<file path="config.mk">
export PLATFORM = sky130hd
export DESIGN_NAME = stream_block_sequencer
export DESIGN_NICKNAME = d
export VERILOG_FILES = /design/src/rtl/stream_block_sequencer_pkg.sv /design/src/rtl/stream_block_sequencer_blk_fifo2.sv /design/src/rtl/stream_block_sequencer.sv
export SDC_FILE = /design/constraint.sdc
export NUM_CORES = 1
export LEC_CHECK = 0
export BUFFER_PORTS_ARGS = -buffer_cell sky130_fd_sc_hd__buf_2
export CORE_UTILIZATION = 30
export DETAILED_ROUTE_END_ITERATION = 8
export SYNTH_ARGS = -nofsm -noshare
export SYNTH_HDL_FRONTEND = slang
export SYNTH_SLANG_ARGS = --single-unit
</file>
<file path="constraint.sdc">
create_clock -name clk -period 10.4 [get_ports clk]
set_input_delay 1.56 -clock clk [delete_from_list [all_inputs] [get_ports clk]]
set_output_delay 1.56 -clock clk [all_outputs]
set_load 0.01 [all_outputs]
</file>
<file path="src/rtl/stream_block_sequencer_pkg.sv">
// Shared state encoding, FIFO entry layout and pad-byte rule for stream_block_sequencer.
// Padding rule: SEQ_PKCS_PAD_EN defined = PKCS#7 style, undefined = zero padding.
package stream_block_sequencer_pkg;

  typedef enum logic [2:0] {
    ST_IDLE,
    ST_START,
    ST_REQ,
    ST_WAIT,
    ST_PAD,
    ST_FLUSH,
    ST_ERR
  } state_e;

`ifdef SEQ_PKCS_PAD_EN
  localparam bit PKCS_PAD = 1'b1;
`else
  localparam bit PKCS_PAD = 1'b0;
`endif

  localparam int unsigned DEF_BLOCK_SIZE = 64;

  typedef struct packed {
    logic [DEF_BLOCK_SIZE-1:0] data;
    logic                      last;
  } fifo_entry_t;

  // Value written into each missing byte, given how many bytes are missing.
  function automatic logic [7:0] pad_byte(input logic [7:0] missing);
    return missing & {8{PKCS_PAD}};
  endfunction

endpackage

</file>
<file path="src/rtl/stream_block_sequencer_blk_fifo2.sv">
// Two-entry FIFO holding padded blocks between the reader and the cipher core.
// Push and pop may coincide, including push while full when a pop frees the head.
module blk_fifo2
  import stream_block_sequencer_pkg::*;
#(
  parameter type entry_t = fifo_entry_t
) (
  input  logic       clk,
  input  logic       rst,
  input  logic       push,
  input  logic       pop,
  input  logic       clear,
  input  entry_t     din,
  output logic [1:0] count,
  output entry_t     head
);

  entry_t mem [2];
  logic   rptr;
  logic   wsel;

  // With two slots the write slot is rptr^count[0]; when full this is the head being popped.
  assign wsel = rptr ^ count[0];
  assign head = mem[rptr];

  always_ff @(posedge clk or posedge rst) begin
    if (rst) begin
      mem[0] <= '0;
      mem[1] <= '0;
      rptr   <= 1'b0;
      count  <= '0;
    end else if (clear) begin
      rptr  <= 1'b0;
      count <= '0;
    end else begin
      if (push) mem[wsel] <= din;
      if (pop) rptr <= ~rptr;
      count <= count + {1'b0, push} - {1'b0, pop};
    end
  end

endmodule

</file>
<file path="src/rtl/stream_block_sequencer.sv">
// Reader-to-cipher block sequencer: one read outstanding, 2-deep prefetch, final-block padding.
// Padding rule selected by SEQ_PKCS_PAD_EN (PKCS#7 when defined, zero padding otherwise).
module stream_block_sequencer
  import stream_block_sequencer_pkg::*;
#(
  parameter int unsigned BLOCK_SIZE = 64,
  parameter int unsigned TIMEOUT    = 1024,
  parameter int unsigned CNT_W      = 32
) (
  input  logic                              clk,
  input  logic                              rst,
  input  logic                              go,
  input  logic                              abort,
  output logic                              rd_start,
  output logic                              rd_req,
  input  logic                              rd_valid,
  input  logic [BLOCK_SIZE-1:0]             rd_data,
  input  logic [$clog2(BLOCK_SIZE/8):0]     rd_bytes,
  input  logic                              rd_last,
  output logic                              core_valid,
  input  logic                              core_ready,
  output logic [BLOCK_SIZE-1:0]             core_data,
  output logic                              core_last,
  output logic                              busy,
  output logic                              done,
  output logic                              timeout_err,
  output logic [CNT_W-1:0]                  blk_count
);

  localparam int unsigned NB = BLOCK_SIZE / 8;
  localparam int unsigned BW = $clog2(NB) + 1;
  localparam int unsigned TW = (TIMEOUT > 1) ? $clog2(TIMEOUT) : 1;

  // Same layout as fifo_entry_t, sized to this instance's block width.
  typedef struct packed {
    logic [BLOCK_SIZE-1:0] data;
    logic                  last;
  } blk_entry_t;

  state_e                state;
  logic [TW-1:0]         tcnt;
  logic [1:0]            count, cnt_next;
  logic                  push, pop, clear, rd_push, pad_push, rd_keep, tmo_hit;
  logic [BLOCK_SIZE-1:0] rd_padded, pad_data;
  blk_entry_t            head, rd_entry, pad_entry, push_entry;

  always_comb begin
    rd_padded = '0;
    pad_data  = '0;
    for (int unsigned i = 0; i < NB; i++) begin
      pad_data[BLOCK_SIZE-1-8*i -: 8] = pad_byte(8'(NB));
      if (i < 32'(rd_bytes)) rd_padded[BLOCK_SIZE-1-8*i -: 8] = rd_data[BLOCK_SIZE-1-8*i -: 8];
      else                   rd_padded[BLOCK_SIZE-1-8*i -: 8] = pad_byte(8'(NB - 32'(rd_bytes)));
    end
  end

`ifdef SEQ_PKCS_PAD_EN
  logic fin_full;
  assign fin_full = (rd_bytes == BW'(NB));
  assign rd_keep  = 1'b1;
  assign rd_entry = '{data: rd_padded, last: rd_last && !fin_full};
`else
  assign rd_keep  = !(rd_last && (rd_bytes == '0));
  assign rd_entry = '{data: rd_padded, last: rd_last};
`endif

  assign pad_entry  = '{data: pad_data, last: 1'b1};
  assign pop        = core_valid && core_ready;
  assign rd_push    = (state == ST_WAIT) && rd_valid && rd_keep;
  // The pad block may arrive while both slots hold data; it waits for a slot or a same-cycle pop.
  assign pad_push   = (state == ST_PAD) && ((count != 2'd2) || pop);
  assign push       = (rd_push || pad_push) && !abort;
  assign push_entry = pad_push ? pad_entry : rd_entry;
  assign tmo_hit    = (state == ST_WAIT) && !rd_valid && (tcnt == TW'(TIMEOUT - 1));
  assign clear      = abort || tmo_hit;
  assign cnt_next   = count + {1'b0, push} - {1'b0, pop};

  blk_fifo2 #(.entry_t(blk_entry_t)) u_fifo (
    .clk   (clk),
    .rst   (rst),
    .push  (push),
    .pop   (pop),
    .clear (clear),
    .din   (push_entry),
    .count (count),
    .head  (head)
  );

  assign core_valid = (count != 2'd0);
  assign core_data  = head.data;
  assign core_last  = head.last;
  assign busy       = (state != ST_IDLE) && (state != ST_ERR);

  // Requests are issued on the edge that would enter REQ when space allows, so rd_req lands one cycle after rd_valid.
  always_ff @(posedge clk or posedge rst) begin
    if (rst) begin
      state       <= ST_IDLE;
      tcnt        <= '0;
      rd_start    <= 1'b0;
      rd_req      <= 1'b0;
      done        <= 1'b0;
      timeout_err <= 1'b0;
      blk_count   <= '0;
    end else begin
      rd_start <= 1'b0;
      rd_req   <= 1'b0;
      done     <= 1'b0;
      if (pop && (blk_count != '1)) blk_count <= blk_count + CNT_W'(1);
      if (abort) begin
        state <= ST_IDLE;
      end else begin
        case (state)
          ST_IDLE, ST_ERR: begin
            if (go) begin
              state       <= ST_START;
              rd_start    <= 1'b1;
              blk_count   <= '0;
              timeout_err <= 1'b0;
            end
          end
          ST_START, ST_REQ: begin
            if (cnt_next <= 2'd1) begin
              state  <= ST_WAIT;
              rd_req <= 1'b1;
              tcnt   <= '0;
            end else begin
              state <= ST_REQ;
            end
          end
          ST_WAIT: begin
            if (rd_valid) begin
              if (!rd_last) begin
                if (cnt_next <= 2'd1) begin
                  rd_req <= 1'b1;
                  tcnt   <= '0;
                end else begin
                  state <= ST_REQ;
                end
              end
`ifdef SEQ_PKCS_PAD_EN
              else if (fin_full) state <= ST_PAD;
`endif
              else state <= ST_FLUSH;
            end else if (tmo_hit) begin
              state       <= ST_ERR;
              timeout_err <= 1'b1;
            end else begin
              tcnt <= tcnt + TW'(1);
            end
          end
          ST_PAD: begin
            if (pad_push) state <= ST_FLUSH;
          end
          ST_FLUSH: begin
            if (cnt_next == 2'd0) begin
              done  <= 1'b1;
              state <= ST_IDLE;
            end
          end
          default: state <= ST_IDLE;
        endcase
      end
    end
  end

endmodule

</file>
==> metrics.txt, run 1 <==
H-tree depth 4; WP data arrival 4150 ps; Starting Density 30.9%; Static Leakage 5.06 nW; Root Buffer clkbuf_16; # resized after CTS 0; EDFF count, synth 0; CP required 10,650 ps; initial DRC count ~400; total core area 28,100 µm²; CTS Buf Count 17; Setup TNS 0 ps; Final Slew Violations 0; via count of the first global-routing pass 6,611; CTS Hold Buffers Added 0; placed cell area a little under 10,000 µm²; Cell Count, Final, Fillers Out 1,451; DRT Pass-1 Iters 4; DIE HEIGHT 172 µm; Cell Pwr Density 241 nW/µm²; # IOs ~180; CTS Sinks between 150 and 200; post-route cell area approximately 10,000 µm²; Synth top area share about 53%; Max Buffers Root-to-Sink 2; Clock transition at path regs 70 ps; # rows 61; crit end category register; status finished clean; Psw 0.871 mW; # setup viols final 0; Primary FF master, synth dfrtp_1; sequential area share after synthesis between 50% and 60%; Skew-Pair Late Insertion Delay around 430 ps; Yosys warning total 0; layout cells sized above 1 28.0%; relative slew slack 27.7%; worst slew pin tran roughly 1100 ps; Congestion Overflow GR 0; Layout area overhead 20.5%; full die area slightly below 30,000 µm²; fmax 257 MHz; RSZ-0062 raised after global routing false; Startpoint Class primary input; post-synth net total ~990; leading area contributor after synthesis dfrtp_1; Sw Share 34.6%; first-pass GRT wire length 35.2 mm; crit-path max FO 88; final setup skew 13.2 ps; Synth area leaders dfrtp_1, nand2_1, mux2_2; DRC errors left 0; synthesized area per cell about 9.5 µm²; Tcrit/Tclk final a little under two fifths; clock power share around a quarter; post-DR wirelength/cell around 15 µm; Yosys reg bits 182; CP Class in -> reg; Worst Hold Class reg -> reg; Vias/cell 4.84; GPL Wtd Cong 0.826; Comb power frac 30.1%; Synth Instances 909; Int Power approximately 1.6 mW; placed wire-length estimate 15.0 mm; GRT Overall Usage roughly 15%; routed wire length 22.1 mm; initial antenna violation count 3; Sequential Power Share 43.2%; total chip power 2.52 mW; Final min period around 3900 ps; Vias 7,025; final core utilization 37.2%; Nets 1,137; Max-Cap Viols 0; FFs w/ async S/R, synth 100%; Syn Std Cell Area 8670 µm²; synth unique cells 57; DRT antenna net count 0; post-CTS setup buffer count 0; largest net degree at the start of global routing 89; PortBufs 177; CTS tree yes; VDD IR max 0.0986 mV; Die X about 170 µm; Final Hold Viols 0; Placed Cells around 1,400
[cells in the mapped netlist, drive strengths merged, types with 2 or more instances]
| cell type | number |
|---|---|
| nand2b | 6 |
| and4 | 4 |
| and3 | 10 |
| clkbuf | 18 |
| nor4 | 4 |
| o31ai | 7 |
| dfrtp | 182 |
| or4 | 10 |
| a21oi | 28 |
| inv | 11 |
| nor2b | 5 |
| nand3 | 18 |
| or3 | 18 |
| a41o | 2 |
| xnor2 | 3 |
| o21bai | 2 |
| o2bb2ai | 2 |
| ha | 4 |
| nor3 | 6 |
| nand4 | 13 |
| nand2 | 225 |
| a31o | 3 |
| a211o | 2 |
| o211ai | 6 |
| o31a | 2 |
| mux2 | 65 |
| nor2 | 25 |
| buf | 36 |
| o21ai | 162 |
| or2 | 3 |
| a31oi | 7 |
| o41ai | 5 |
| nor3b | 4 |
[registers in the layout, indices dropped and copies added, names as in the netlist]
register      cells
u_fifo.mem      130
blk_count        32
tcnt             10
state             3
u_fifo.count      2
done              1
rd_req            1
rd_start          1
timeout_err       1
u_fifo.rptr       1
[cells by family (layout without fill, tap and decap cells)]
kind of cell / Yosys count / after routing / synth area share [%]
and+or+nand+nor: 353 / 353 / 19.1
AOI/OAI and AO/OA: 234 / 234 / 15.2
DFF: 182 / 182 / 52.5
muxes: 66 / 66 / 8.56
buffers and inverters: 65 / 227 / 3.42
xor gates and xnor gates: 5 / 5 / 0.678
adders and majority gates: 4 / 4 / 0.577
other: 0 / 2 / 0
[final cells by class]
class	count	area [µm²]
antenna	2	5.00
clock buffer	18	439
clock inverter	14	161
fill	2941	17600
inverter	11	46.3
multi-input combinational	662	3830
sequential	182	4560
tap	378	473
timing repair buffer	184	938
[cell usage in the layout (no fill, tap or decap), drive strengths merged, types with 3 or more instances in the layout]
master / count
clkbuf: 18
nor2: 25
nor3: 6
a21oi: 28
or3: 18
nand4: 13
o21ai: 162
nor2b: 5
buf: 184
mux2: 65
inv: 18
a31o: 3
or4: 10
dfrtp: 182
nand2b: 6
nor3b: 4
nand2: 225
clkinv: 3
and3: 10
ha: 4
nor4: 4
o31ai: 7
a31oi: 7
xnor2: 3
nand3: 18
o41ai: 5
and4: 4
o211ai: 6
or2: 3
[critical path, cell delays in order]
cell	delay (ps)
buf_2	130
nor4_1	620
a2111oi_2	230
o211ai_1	210
buf_4	380
buf_4	700
o21ai_0	260
[metrics by stage]
step                worst slack, ps  hold WS, ps
finish                         6500          474
global route                   6220          490
CTS                            6430          482
detailed placement             6020          464
global placement               6070          455
floorplan                      3900          444
[routing by layer]
layer | up-vias | wire (µm) | track usage (%) | part of all wire [%]
met3 | 17 | 913 | 3.11 | 4.1
met4 | 2 | 293 | 4.81 | 1.3
met2 | 145 | 10200 | 24.0 | 46
met1 | 3357 | 10700 | 21.1 | 48
met5 | - | 8 | 0 | 0.036
li1 | 3504 | - | - | -
[power by group through the flow]
stage	clock [mW]	combinational [mW]	sequential, mW
final	0.672	0.759	1.09
after global routing	0.722	0.866	1.12
after CTS	0.692	0.774	1.09
after detailed placement	0	0.771	1.10
after global placement	0	0.758	1.10
after floorplan	0	0.567	1.02
[worst paths after layout]
| path | cells after the start | start | slack [ps] | end |
|---|---|---|---|---|
| worst min-delay path | 2 | u_fifo.mem[122] | 470 | u_fifo.mem[122] |
| max in group asynchronous | 3 | rst | 7950 | u_fifo.rptr |
| worst max register to register | 10 | state[0] | 7190 | state[1] |
| min in group asynchronous | 2 | rst | 1120 | u_fifo.mem[32] |
| worst min register to register | 2 | u_fifo.mem[122] | 470 | u_fifo.mem[122] |
| worst max-delay path | 7 | rd_bytes[1] | 6500 | u_fifo.mem[121] |
Power figures use the tool's default switching activity.
==> run 2: changes to the inputs <==
Clock period 10.4 ns to 3.3 ns, I/O delays scaled along.
==> run 2 against run 1 <==
Against the previous run:
- register-to-register slack got worse by 6800 ps
- non-clock buffer count grew 10
- critical path depth rose by 3
- utilization rose by 0.53 points
- die area unchanged
- combinational power rose to 3.4 times the previous value
- flip-flop and latch count did not move
- first-iteration DRC count decreased by 12%
- wire length fell by 0.56%
- global-route usage is essentially flat
- cell count up 0.69%
- clock skew shrank 0.67 ps
==> metrics.txt, run 2 (synthesis gave the netlist of run 1 again) <==
Die X ~170 µm; DRC errors left 0; r2r endpoint tcnt[2]; post-DR wirelength/cell 15.0 µm; DIE HEIGHT 172 µm; DRT Pass-1 Iters 5; largest registers u_fifo.mem (130), blk_count (32), tcnt (10); clock power share 26.2%; Psw 2.71 mW; max reg flops between 100 and 150; reg2reg start state[0]; Vias approximately 7,000; WP data arrival roughly 3300 ps; most common cell after layout, fill and taps aside nand2_1; fmax ~340 MHz; Top reg by flops u_fifo.mem; Worst Hold Class in -> async; final setup skew 12.6 ps; RSZ-0062 raised after global routing false; Tcrit/Tclk final 88.9%; # rows 61; total core area roughly 28,000 µm²; Max-Cap Viols 0; # IOs 178; largest net degree at the start of global routing 85; Setup TNS 0 ps; VDD IR max 0.264 mV; Layout area overhead 22.2%; most frequent cells in the layout nand2_1, dfrtp_1, buf_2, o21ai_0, mux2_2; crit-path max FO 11; Comb power frac around a third; worst setup path startpoint state[0]; GPL Wtd Cong approximately 0.8; CP required between 3000 and 4000 ps; status finished clean; full die area 29,600 µm²; routed wire length 21.9 mm; Static Leakage 5.13 nW; CTS Hold Buffers Added 0; Nets 1,147; Root Buffer clkbuf_16; via count of the first global-routing pass 6,632; Skew-Pair Late Insertion Delay approximately 430 ps; Congestion Overflow GR 0; R2R Setup Slk roughly 370 ps; relative slew slack 44.1%; Sw Share 34.0%; worst slew pin tran 835 ps; layout cells sized above 1 28.6%; CTS tree yes; crit end category register; post-CTS setup buffer count 0; Final Slew Violations 0; initial DRC count 356; Clock transition at path regs roughly 70 ps; placed wire-length estimate 15.3 mm; initial antenna violation count 3; # resized after CTS 0; PortBufs 177; Final Hold Viols 0; Startpoint Class register; CTS Buf Count 17; # setup viols final 0; total chip power 7.98 mW; worst hold margin 101 ps; GRT Overall Usage 15.3%; Final min period 2930 ps; r2r worst-path depth 10; first-pass GRT wire length roughly 35 mm; placed cell area 9990 µm²; CP endpoint tcnt[2]; Starting Density 30.9%; DRT antenna net count 0; Int Power 5.27 mW; Vias/cell 4.78; final core utilization 37.7%; Cell Pwr Density ~750 nW/µm²; post-route cell area about 11,000 µm²; CP Class reg -> reg; H-tree depth 4; CTS Sinks 182; Sequential Power Share 41.8%; Max Buffers Root-to-Sink 2
run 2: worst min-delay path by stage:
stage	slack, ps	end	cells past startpoint
2_1_floorplan	440	u_fifo.mem[0]	2
3_3_place_gp	450	u_fifo.mem[4]	2
3_5_place_dp	460	u_fifo.mem[61]	2
4_1_cts	90	u_fifo.mem[27]	2
5_1_grt	110	u_fifo.mem[95]	2
6_report	100	u_fifo.mem[30]	2
run 2: area by class of cell:
cell class,instances,area [µm²]
Fill cell,2929,17500
Clock buffer,19,453
Multi-Input combinational cell,662,3830
Antenna cell,3,7.51
Inverter,11,45.0
Tap cell,378,473
Sequential cell,182,4560
Clock inverter,12,144
Timing Repair Buffer,194,1090
run 2: per-stage QoR:
stage               setup WS (ps)  std cells
floorplan                     468        909
global placement              124       1427
detailed placement            161       1427
CTS                           342       1458
global route                 94.0       1459
finish                        367       1461
run 2: layer usage:
| metal | track usage [%] | routed length [µm] | vias up |
|---|---|---|---|
| met3 | 3.66 | 1020 | 9 |
| met4 | 5.12 | 234 | 0 |
| met5 | 0 | 0 | - |
| met2 | 24.6 | 10200 | 122 |
| li1 | - | - | 3526 |
| met1 | 20.0 | 10500 | 3323 |
run 2: power groups by stage:
stage	registers, mW	logic [mW]	clock network, mW
after global routing	3.44	2.91	2.26
final	3.33	2.55	2.09
after floorplan	3.21	1.79	0
after detailed placement	3.38	2.60	0
after CTS	3.34	2.61	2.18
after global placement	3.35	2.57	0
run 2: critical path: stages (launching register included):
cell	delay (ps)
dfrtp_1	530
nand2_1	160
a2111oi_2	580
nor2_1	90
nor2_1	120
ha_1	160
xor3_1	230
buf_4	170
a211o_1	410
o21bai_1	200
a21o_1	180
